$ cat config.mk
export PLATFORM = sky130hd
export DESIGN_NAME = result_collector
export DESIGN_NICKNAME = d
export VERILOG_FILES = /design/src/rtl/result_collector_pkg.sv /design/src/rtl/priority_pick.sv /design/src/rtl/result_collector.sv
export SDC_FILE = /design/constraint.sdc
export NUM_CORES = 1
export LEC_CHECK = 0
export BUFFER_PORTS_ARGS = -buffer_cell sky130_fd_sc_hd__buf_2
export CAP_MARGIN = 20
export CORE_AREA = 2 2 222 224
export CTS_CLUSTER_SIZE = 8
export DETAILED_ROUTE_END_ITERATION = 10
export DIE_AREA = 0 0 224 226
export PLACE_DENSITY = 0.71
export SLEW_MARGIN = 20
export SYNTH_ARGS = -nofsm -noshare
export SYNTH_HDL_FRONTEND = slang
export SYNTH_SLANG_ARGS = --single-unit
$ cat constraint.sdc
create_clock -name clk -period 7.1 [get_ports clk]
set_input_delay 0.355 -clock clk [delete_from_list [all_inputs] [get_ports clk]]
set_output_delay 0.355 -clock clk [all_outputs]
set_load 0.03 [all_outputs]
$ cat src/rtl/result_collector_pkg.sv
// Shared defaults and index-width helper for the PE array, the finish-signal
// generator and the result collector.
package result_collector_pkg;

    localparam int unsigned DEFAULT_ARRAY_SIZE = 4;
    localparam int unsigned DEFAULT_DATA_W     = 32;

    // A single-entry array still needs a one-bit index port.
    function automatic int unsigned idx_w(input int unsigned n);
        return (n > 1) ? $clog2(n) : 1;
    endfunction

endpackage

$ cat src/rtl/priority_pick.sv
// Lowest-index-first selector: reports the smallest set bit of req_i and
// whether any bit is set at all.
module priority_pick
    import result_collector_pkg::*;
#(
    parameter int unsigned Width = 16
) (
    input  logic [Width-1:0]        req_i,
    output logic [idx_w(Width)-1:0] idx_o,
    output logic                    any_o
);

    localparam int unsigned IdxW = idx_w(Width);

    // Scan downwards so the last hit, which wins, is the lowest index.
    always_comb begin
        idx_o = '0;
        any_o = 1'b0;
        for (int i = int'(Width) - 1; i >= 0; i--) begin
            if (req_i[i]) begin
                idx_o = IdxW'(i);
                any_o = 1'b1;
            end
        end
    end

endmodule

$ cat src/rtl/result_collector.sv
// Captures per-PE accumulator results on their finish pulses and streams them
// out lowest-index-first over a valid/ready port, flagging tile completion.
module result_collector
    import result_collector_pkg::*;
#(
    parameter int unsigned ARRAY_SIZE = DEFAULT_ARRAY_SIZE,
    parameter int unsigned DATA_W     = DEFAULT_DATA_W
) (
    input  logic                                    clk,
    input  logic                                    rst,
    input  logic [ARRAY_SIZE*ARRAY_SIZE-1:0]        finish,
    input  logic [ARRAY_SIZE*ARRAY_SIZE*DATA_W-1:0] pe_result,
    input  logic                                    flush,
    output logic [DATA_W-1:0]                       out_data,
    output logic [idx_w(ARRAY_SIZE*ARRAY_SIZE)-1:0] out_idx,
    output logic                                    out_valid,
    input  logic                                    out_ready,
    output logic                                    tile_done,
    output logic                                    overflow
);

    localparam int unsigned NumPe = ARRAY_SIZE * ARRAY_SIZE;
    localparam int unsigned IdxW  = idx_w(NumPe);
    localparam int unsigned CntW  = $clog2(NumPe) + 1;

    logic [DATA_W-1:0] entry_q [NumPe];
    logic [NumPe-1:0]  pending_q, pending_d;
    logic [NumPe-1:0]  capture;
    logic              out_valid_q, out_valid_d;
    logic [DATA_W-1:0] out_data_q, out_data_d;
    logic [IdxW-1:0]   out_idx_q, out_idx_d;
    logic [CntW-1:0]   cnt_q, cnt_d;
    logic              tile_done_q, tile_done_d;
    logic              overflow_q, overflow_d;

    logic [IdxW-1:0]   pick_idx;
    logic              pick_any;
    logic              advance;
    logic              handshake;
    logic              load;

    priority_pick #(
        .Width (NumPe)
    ) u_pick (
        .req_i (pending_q),
        .idx_o (pick_idx),
        .any_o (pick_any)
    );

    assign handshake = out_valid_q & out_ready;
    assign advance   = ~out_valid_q | out_ready;
    assign load      = advance & pick_any;

    // A finish on an entry that is leaving this edge refills it; otherwise a
    // finish on a still-pending entry loses the new value.
    always_comb begin
        pending_d  = pending_q;
        capture    = '0;
        overflow_d = overflow_q;
        if (load) begin
            pending_d[pick_idx] = 1'b0;
        end
        for (int k = 0; k < int'(NumPe); k++) begin
            if (finish[k]) begin
                if (pending_q[k] && !(load && pick_idx == IdxW'(k))) begin
                    overflow_d = 1'b1;
                end else begin
                    capture[k]   = 1'b1;
                    pending_d[k] = 1'b1;
                end
            end
        end
        if (flush) begin
            pending_d  = '0;
            capture    = '0;
            overflow_d = overflow_q;
        end
    end

    always_comb begin
        out_valid_d = out_valid_q;
        out_data_d  = out_data_q;
        out_idx_d   = out_idx_q;
        if (advance) begin
            out_valid_d = pick_any;
            if (pick_any) begin
                out_data_d = entry_q[pick_idx];
                out_idx_d  = pick_idx;
            end
        end
        if (flush) begin
            out_valid_d = 1'b0;
            out_data_d  = '0;
            out_idx_d   = '0;
        end
    end

    always_comb begin
        cnt_d       = cnt_q;
        tile_done_d = 1'b0;
        if (handshake) begin
            if (cnt_q == CntW'(NumPe - 1)) begin
                cnt_d       = '0;
                tile_done_d = 1'b1;
            end else begin
                cnt_d = cnt_q + CntW'(1);
            end
        end
        if (flush) begin
            cnt_d       = '0;
            tile_done_d = 1'b0;
        end
    end

    always_ff @(posedge clk or posedge rst) begin
        if (rst) begin
            pending_q   <= '0;
            out_valid_q <= 1'b0;
            out_data_q  <= '0;
            out_idx_q   <= '0;
            cnt_q       <= '0;
            tile_done_q <= 1'b0;
            overflow_q  <= 1'b0;
        end else begin
            pending_q   <= pending_d;
            out_valid_q <= out_valid_d;
            out_data_q  <= out_data_d;
            out_idx_q   <= out_idx_d;
            cnt_q       <= cnt_d;
            tile_done_q <= tile_done_d;
            overflow_q  <= overflow_d;
        end
    end

    // Entry storage is only observable through pending, so it carries no reset.
    always_ff @(posedge clk) begin
        for (int k = 0; k < int'(NumPe); k++) begin
            if (capture[k]) begin
                entry_q[k] <= pe_result[k*DATA_W +: DATA_W];
            end
        end
    end

    assign out_valid = out_valid_q;
    assign out_data  = out_data_q;
    assign out_idx   = out_idx_q;
    assign tile_done = tile_done_q;
    assign overflow  = overflow_q;

endmodule

Word level (Yosys, flattened, before mapping)
Memories as Yosys holds them, arrays and structs flattened.
Cells that the tools add are included.
{"block": "totals", "memories": 1, "ram_bits": 512, "latchBits": 0, "elab_cells": 266, "out_inout_bits": 39, "register_bits": 60, "mem_bits_ro": 0}
{"name": "entry_q", "depth": 16, "word_bits": 32, "rd": 1, "rd_ports_with_merged_regs": 0, "wr": 16, "line": "result_collector.sv:26", "source": "logic [DATA_W-1:0] entry_q [NumPe];"}
{"block": "classes", "add_sub_neg": 1, "reduce_logical": 54, "n_mul": 0, "n_eq_ne": 16, "magnitude_cmp": 2, "shifts": 0, "bitwise_logic": 6, "n_mux": 179, "div": 0}
{"operator": "1-bit 2-to-1 mux", "n": 150}
{"operator": "32-bit 2-to-1 mux", "n": 3}
{"operator": "4-bit 2-to-1 mux", "n": 19}
{"operator": "16-bit 2-to-1 mux", "n": 3}
{"operator": "1-bit logical AND", "n": 33}
{"operator": "4-bit equality test (second input constant)", "n": 8}
{"operator": "16-bit AND", "n": 1}
{"operator": "4-bit by 3-bit equality test with 1-bit output (second input constant)", "n": 4}
{"operator": "1-bit logical NOT", "n": 16}
{"operator": "16-bit inverter", "n": 1}
{"operator": "5-bit 2-to-1 mux", "n": 3}
{"operator": "4-bit by 2-bit equality test with 1-bit output (second input constant)", "n": 2}
{"operator": "2-bit nonzero test", "n": 3}
{"operator": "5-bit by 1-bit adder with 5-bit output (second input constant)", "n": 1}
{"operator": "5-bit by 4-bit equality test with 1-bit output (second input constant)", "n": 1}
{"operator": "4-bit by 5-bit < comparator with 1-bit output (second input constant)", "n": 1}
{"operator": "1-bit demux with 4-bit select", "n": 1}
{"operator": "4-bit by 1-bit equality test with 1-bit output (second input constant)", "n": 1}
{"operator": "4-bit by 1-bit greater-or-equal comparator with 1-bit output (second input constant)", "n": 1}
{"operator": "4-bit logical NOT", "n": 1}
{"operator": "1-bit AND", "n": 2}
{"operator": "2-bit AND reduction", "n": 1}
{"operator": "1-bit inverter", "n": 1}
{"operator": "1-bit bitwise OR", "n": 1}

Logic depth before layout (Yosys ltp)
{"block": "logic_depth", "ltp_word": 52, "mapped_depth": 11}

By module
From an unflattened synthesis, not the netlist that was laid out.
{"block": "unflattened", "cells_unflattened": 1007, "hier_area_um2": 22110.0}
{"module": "result_collector", "area_per_inst_um2": 21931.0, "cells_each": 974, "n_inst": 1, "seq_area_each_um2": 16876.2}
{"module": "priority_pick", "area_per_inst_um2": 178.9, "cells_each": 33, "n_inst": 1, "seq_area_each_um2": 0.0}

Worst setup path before layout
No wires, ideal clock.
{"block": "synth_timing", "path_type": "reg-to-reg", "start": "reg pending_q[6]", "end": "mem entry_q[13][0] (netlist name) (enable)", "stages_incl_launch_ff": 11, "required_time_ps": 6632, "path_slack_ps": 2193, "n_path_buf": 3, "setup_ps": 468, "synth_period_minus_slack_ps": 4907, "arrival_ps": 4439, "cell_sequence": "dfrtp_1 -> nor2b_1 -> o41ai_4 -> o21ai_4 -> a21oi_2 -> buf_4 -> buf_6 -> buf_4 -> nand2_1 -> o21ai_0 -> nor3b_1"}
{"item": "start: declaration", "line": "result_collector.sv:27", "source": "logic [NumPe-1:0] pending_q, pending_d;"}
{"item": "start signal: assignment", "line": "result_collector.sv:125", "source": "pending_q <= pending_d;"}
{"item": "end: declaration", "line": "result_collector.sv:26"}

==> results_dict.tcl <==
set metrics [dict create \
    fill_cells 2968 \
    place.gp.congestion 0.961 \
    reg2reg_from "pending_q[5]" \
    first_global_vias 20422 \
    synth_seq_area_share 0.755 \
    ys_warn_count 0 \
    cts_max_level 3 \
    clock_path_buffers 3 \
    firstDrtPassIters 5 \
    tns_ns 0 \
    cts_buffers 81 \
    worstSkewPairLatency_ns 0.63 \
    via_per_inst 5.95 \
    rows 81 \
    slew_headroom 0.223 \
    grt_use_total 0.375 \
    cp-start-kind "flip-flop" \
    io_pins 571 \
    status "completed" \
    synth_seq_cells 572 \
    hold_violations 0 \
    p_leak_nw 13.1 \
    ant_nets 0 \
    cts_sinks 572 \
    syn_avg_cell_area_um2 15.5 \
    cts_root_buf "clkbuf_16" \
    syn-num-nets 1975 \
    reg2reg_to "entry_q[13][17]" \
    drtIter0Drc 2478 \
    fp.dieW_um 224 \
    synth_ff_type "edfxtp_1" \
    reg2regPathDepth 7 \
    via_count 19429 \
    period_minus_slack_ns 4.06 \
    slew_violations 0 \
    rsz0062_at_grt "no" \
    cap_viol_max_count 0 \
    regToRegSetupSlack_ns 3.04 \
    grt_start_max_net_pins 71 \
    tritoncts "done" \
    wl_per_cell_um 29.3 \
    finalNetCount 3107 \
    min_path_type "in2async" \
    finClkSkew_ns 0.0294 \
    grt_pass1_wl_um 135000 \
    layout-drive-gt1-share 0.293 \
    final_util 0.695 \
    synth_edf_count 512 \
    fmax_mhz 246 \
    max_slew.worst_pin.slew_ns 1.16 \
    area_delta_synth_final_pct 50.3 \
    crit_fanout 24 \
    multi_input_area_mm2 0.00514 \
    crit_arrival_ns 4.33 \
    synth_async_sr_flop_share 0.105 \
    yosysUniqueCellTypes 76 \
    design_area_mm2 0.0336 \
    clk_pin_slew_ns 0.06 \
    port_buffers 570 \
    antenna_found_initial 9 \
    cts_setup_buffers 0 \
    mostFrequentLayoutCells "570 x buf_2, 515 x dlygate4sd3_1, 512 x edfxtp_1" \
    syn_area_mm2 0.0224 \
    p_per_area_mw_per_mm2 262 \
    setup_slack_ns 3.04 \
    routed_wl_um 95700 \
    die_h_um 226 \
    setup_viol 0 \
    grt_overflow_total 0 \
    dpl_worst_slack_ns 3.13 \
    hpwl_um 58600 \
    ir_drop_mv 0.208 \
    final.period_utilization 0.572 \
    core_area_mm2 0.0483 \
    required_ns 7.37 \
    synthCells 1442 \
    crit_type "reg2reg" \
    die_area_mm2 0.0506 \
    layout.cells.most_common "buf_2" \
    cp-end-kind "flip-flop" \
    start_util 0.463 \
    postPlaceCellArea_mm2 0.0261 \
    drc 0 \
    seq_area_mm2 0.0169 \
]
## flip-flops by register name (all words and copies together) (netlist names)
name	cells
cnt_q	5
entry_q	512
out_data	32
out_idx	4
out_valid	1
overflow	1
pending_q	16
tile_done	1
## synthesized netlist by cell type, types with 4 or more instances
cell	count	area (um^2)
o22a_1	25	219
nand3_1	22	110
clkbuf_1	28	105
buf_6	4	45.0
mux2i_1	37	370
a222oi_1	7	70.1
o21ai_0	28	140
o211ai_1	5	37.5
edfxtp_1	512	15400
nor2b_1	13	81.3
a21oi_1	76	380
nor3_1	11	55.1
a32o_1	7	70.1
inv_1	27	101
nor3b_1	17	128
o32ai_1	9	78.8
o31ai_1	8	60.1
mux2_2	23	259
a211o_1	13	114
nand2b_1	6	37.5
nor4_1	8	50.1
o41ai_1	14	123
o2bb2ai_1	6	52.6
a31oi_1	11	68.8
buf_2	37	185
a32oi_1	12	105
o41ai_2	5	81.3
buf_4	6	45.0
nor2_1	88	330
a21o_1	9	67.6
a221oi_1	5	43.8
nand2_1	151	567
a211oi_1	25	188
o221ai_1	41	359
o22ai_1	22	138
dfrtp_1	60	1500
## through the flow
step	hold slack [ns]	instances	total power [W]
2_1_floorplan	0.454	1442	0.00447
3_3_place_gp	0.453	2597	0.00493
3_5_place_dp	0.466	2598	0.00495
4_1_cts	0.00888	3259	0.00873
5_1_grt	0.0576	3265	0.00903
6_report	0.0313	3268	0.00883
## report_power, final
part	total (W)	switching [W]	internal [W]
combinational	0.00121	0.000717	0.000498
clock	0.00366	0.00150	0.00216
sequential	0.00395	0.0000864	0.00387
total	0.00883	0.00230	0.00653
## metal layers
layer | vias to the layer above | wire length [um] | global-route usage
met2 | 1709 | 46400 | 0.623
met1 | 9373 | 33100 | 0.443
li1 | 7987 | - | -
met5 | - | 27 | 0
met3 | 356 | 9870 | 0.0883
met4 | 4 | 6280 | 0.233
## repair_timing
| item | 4_1_cts | 5_1_grt |
|---|---|---|
| hold endpoints to repair | 515 | 0 |
| resized for setup | 0 | 0 |
| hold buffers | 515 | 0 |
## worst max-delay path by stage
stage                 endpoint  slack (ns)  depth (start not counted)          from
3_5_place_dp   entry_q[13][19]        3.13                          7  pending_q[2]
3_3_place_gp      out_data[17]        3.21                          8  pending_q[5]
4_1_cts         entry_q[13][2]        3.11                          7  pending_q[2]
2_1_floorplan   entry_q[13][0]        2.19                         10  pending_q[6]
6_report       entry_q[13][17]        3.04                          7  pending_q[5]
5_1_grt        entry_q[13][19]        2.75                          7  pending_q[2]
## logic make-up (layout without fill, tap and decap cells)
group / after synthesis / after routing / synth area share
flip-flops: 572 / 572 / 0.755
AO/OA/AOI/OAI: 358 / 358 / 0.122
AND/OR/NAND/NOR: 343 / 343 / 0.0716
buffers and inverters: 105 / 1300 / 0.0220
multiplexers: 62 / 62 / 0.0292
adder cells (fa/ha/maj): 1 / 1 / 0.000559
XOR/XNOR: 1 / 1 / 0.000392
other: 0 / 9 / 0
## worst max-delay path: stages (launching register included)
cell and delay (ns):
dfrtp_1 0.68, nor2_1 0.21, a211o_1 0.33, a32oi_2 0.61, nand2_1 0.16, o21ai_0 0.25, nor3b_2 0.93, buf_4 0.52
## final cells by class
class                   instances  area share
clock buffers                 140      0.0675
multi-input cells             765       0.153
flip-flops and latches        572       0.502
repair buffers               1127       0.248
well taps                     622      0.0231
inverters                      27     0.00305
diodes                          9    0.000670
clock inverters                 6     0.00253
Power figures use the tool's default switching activity.
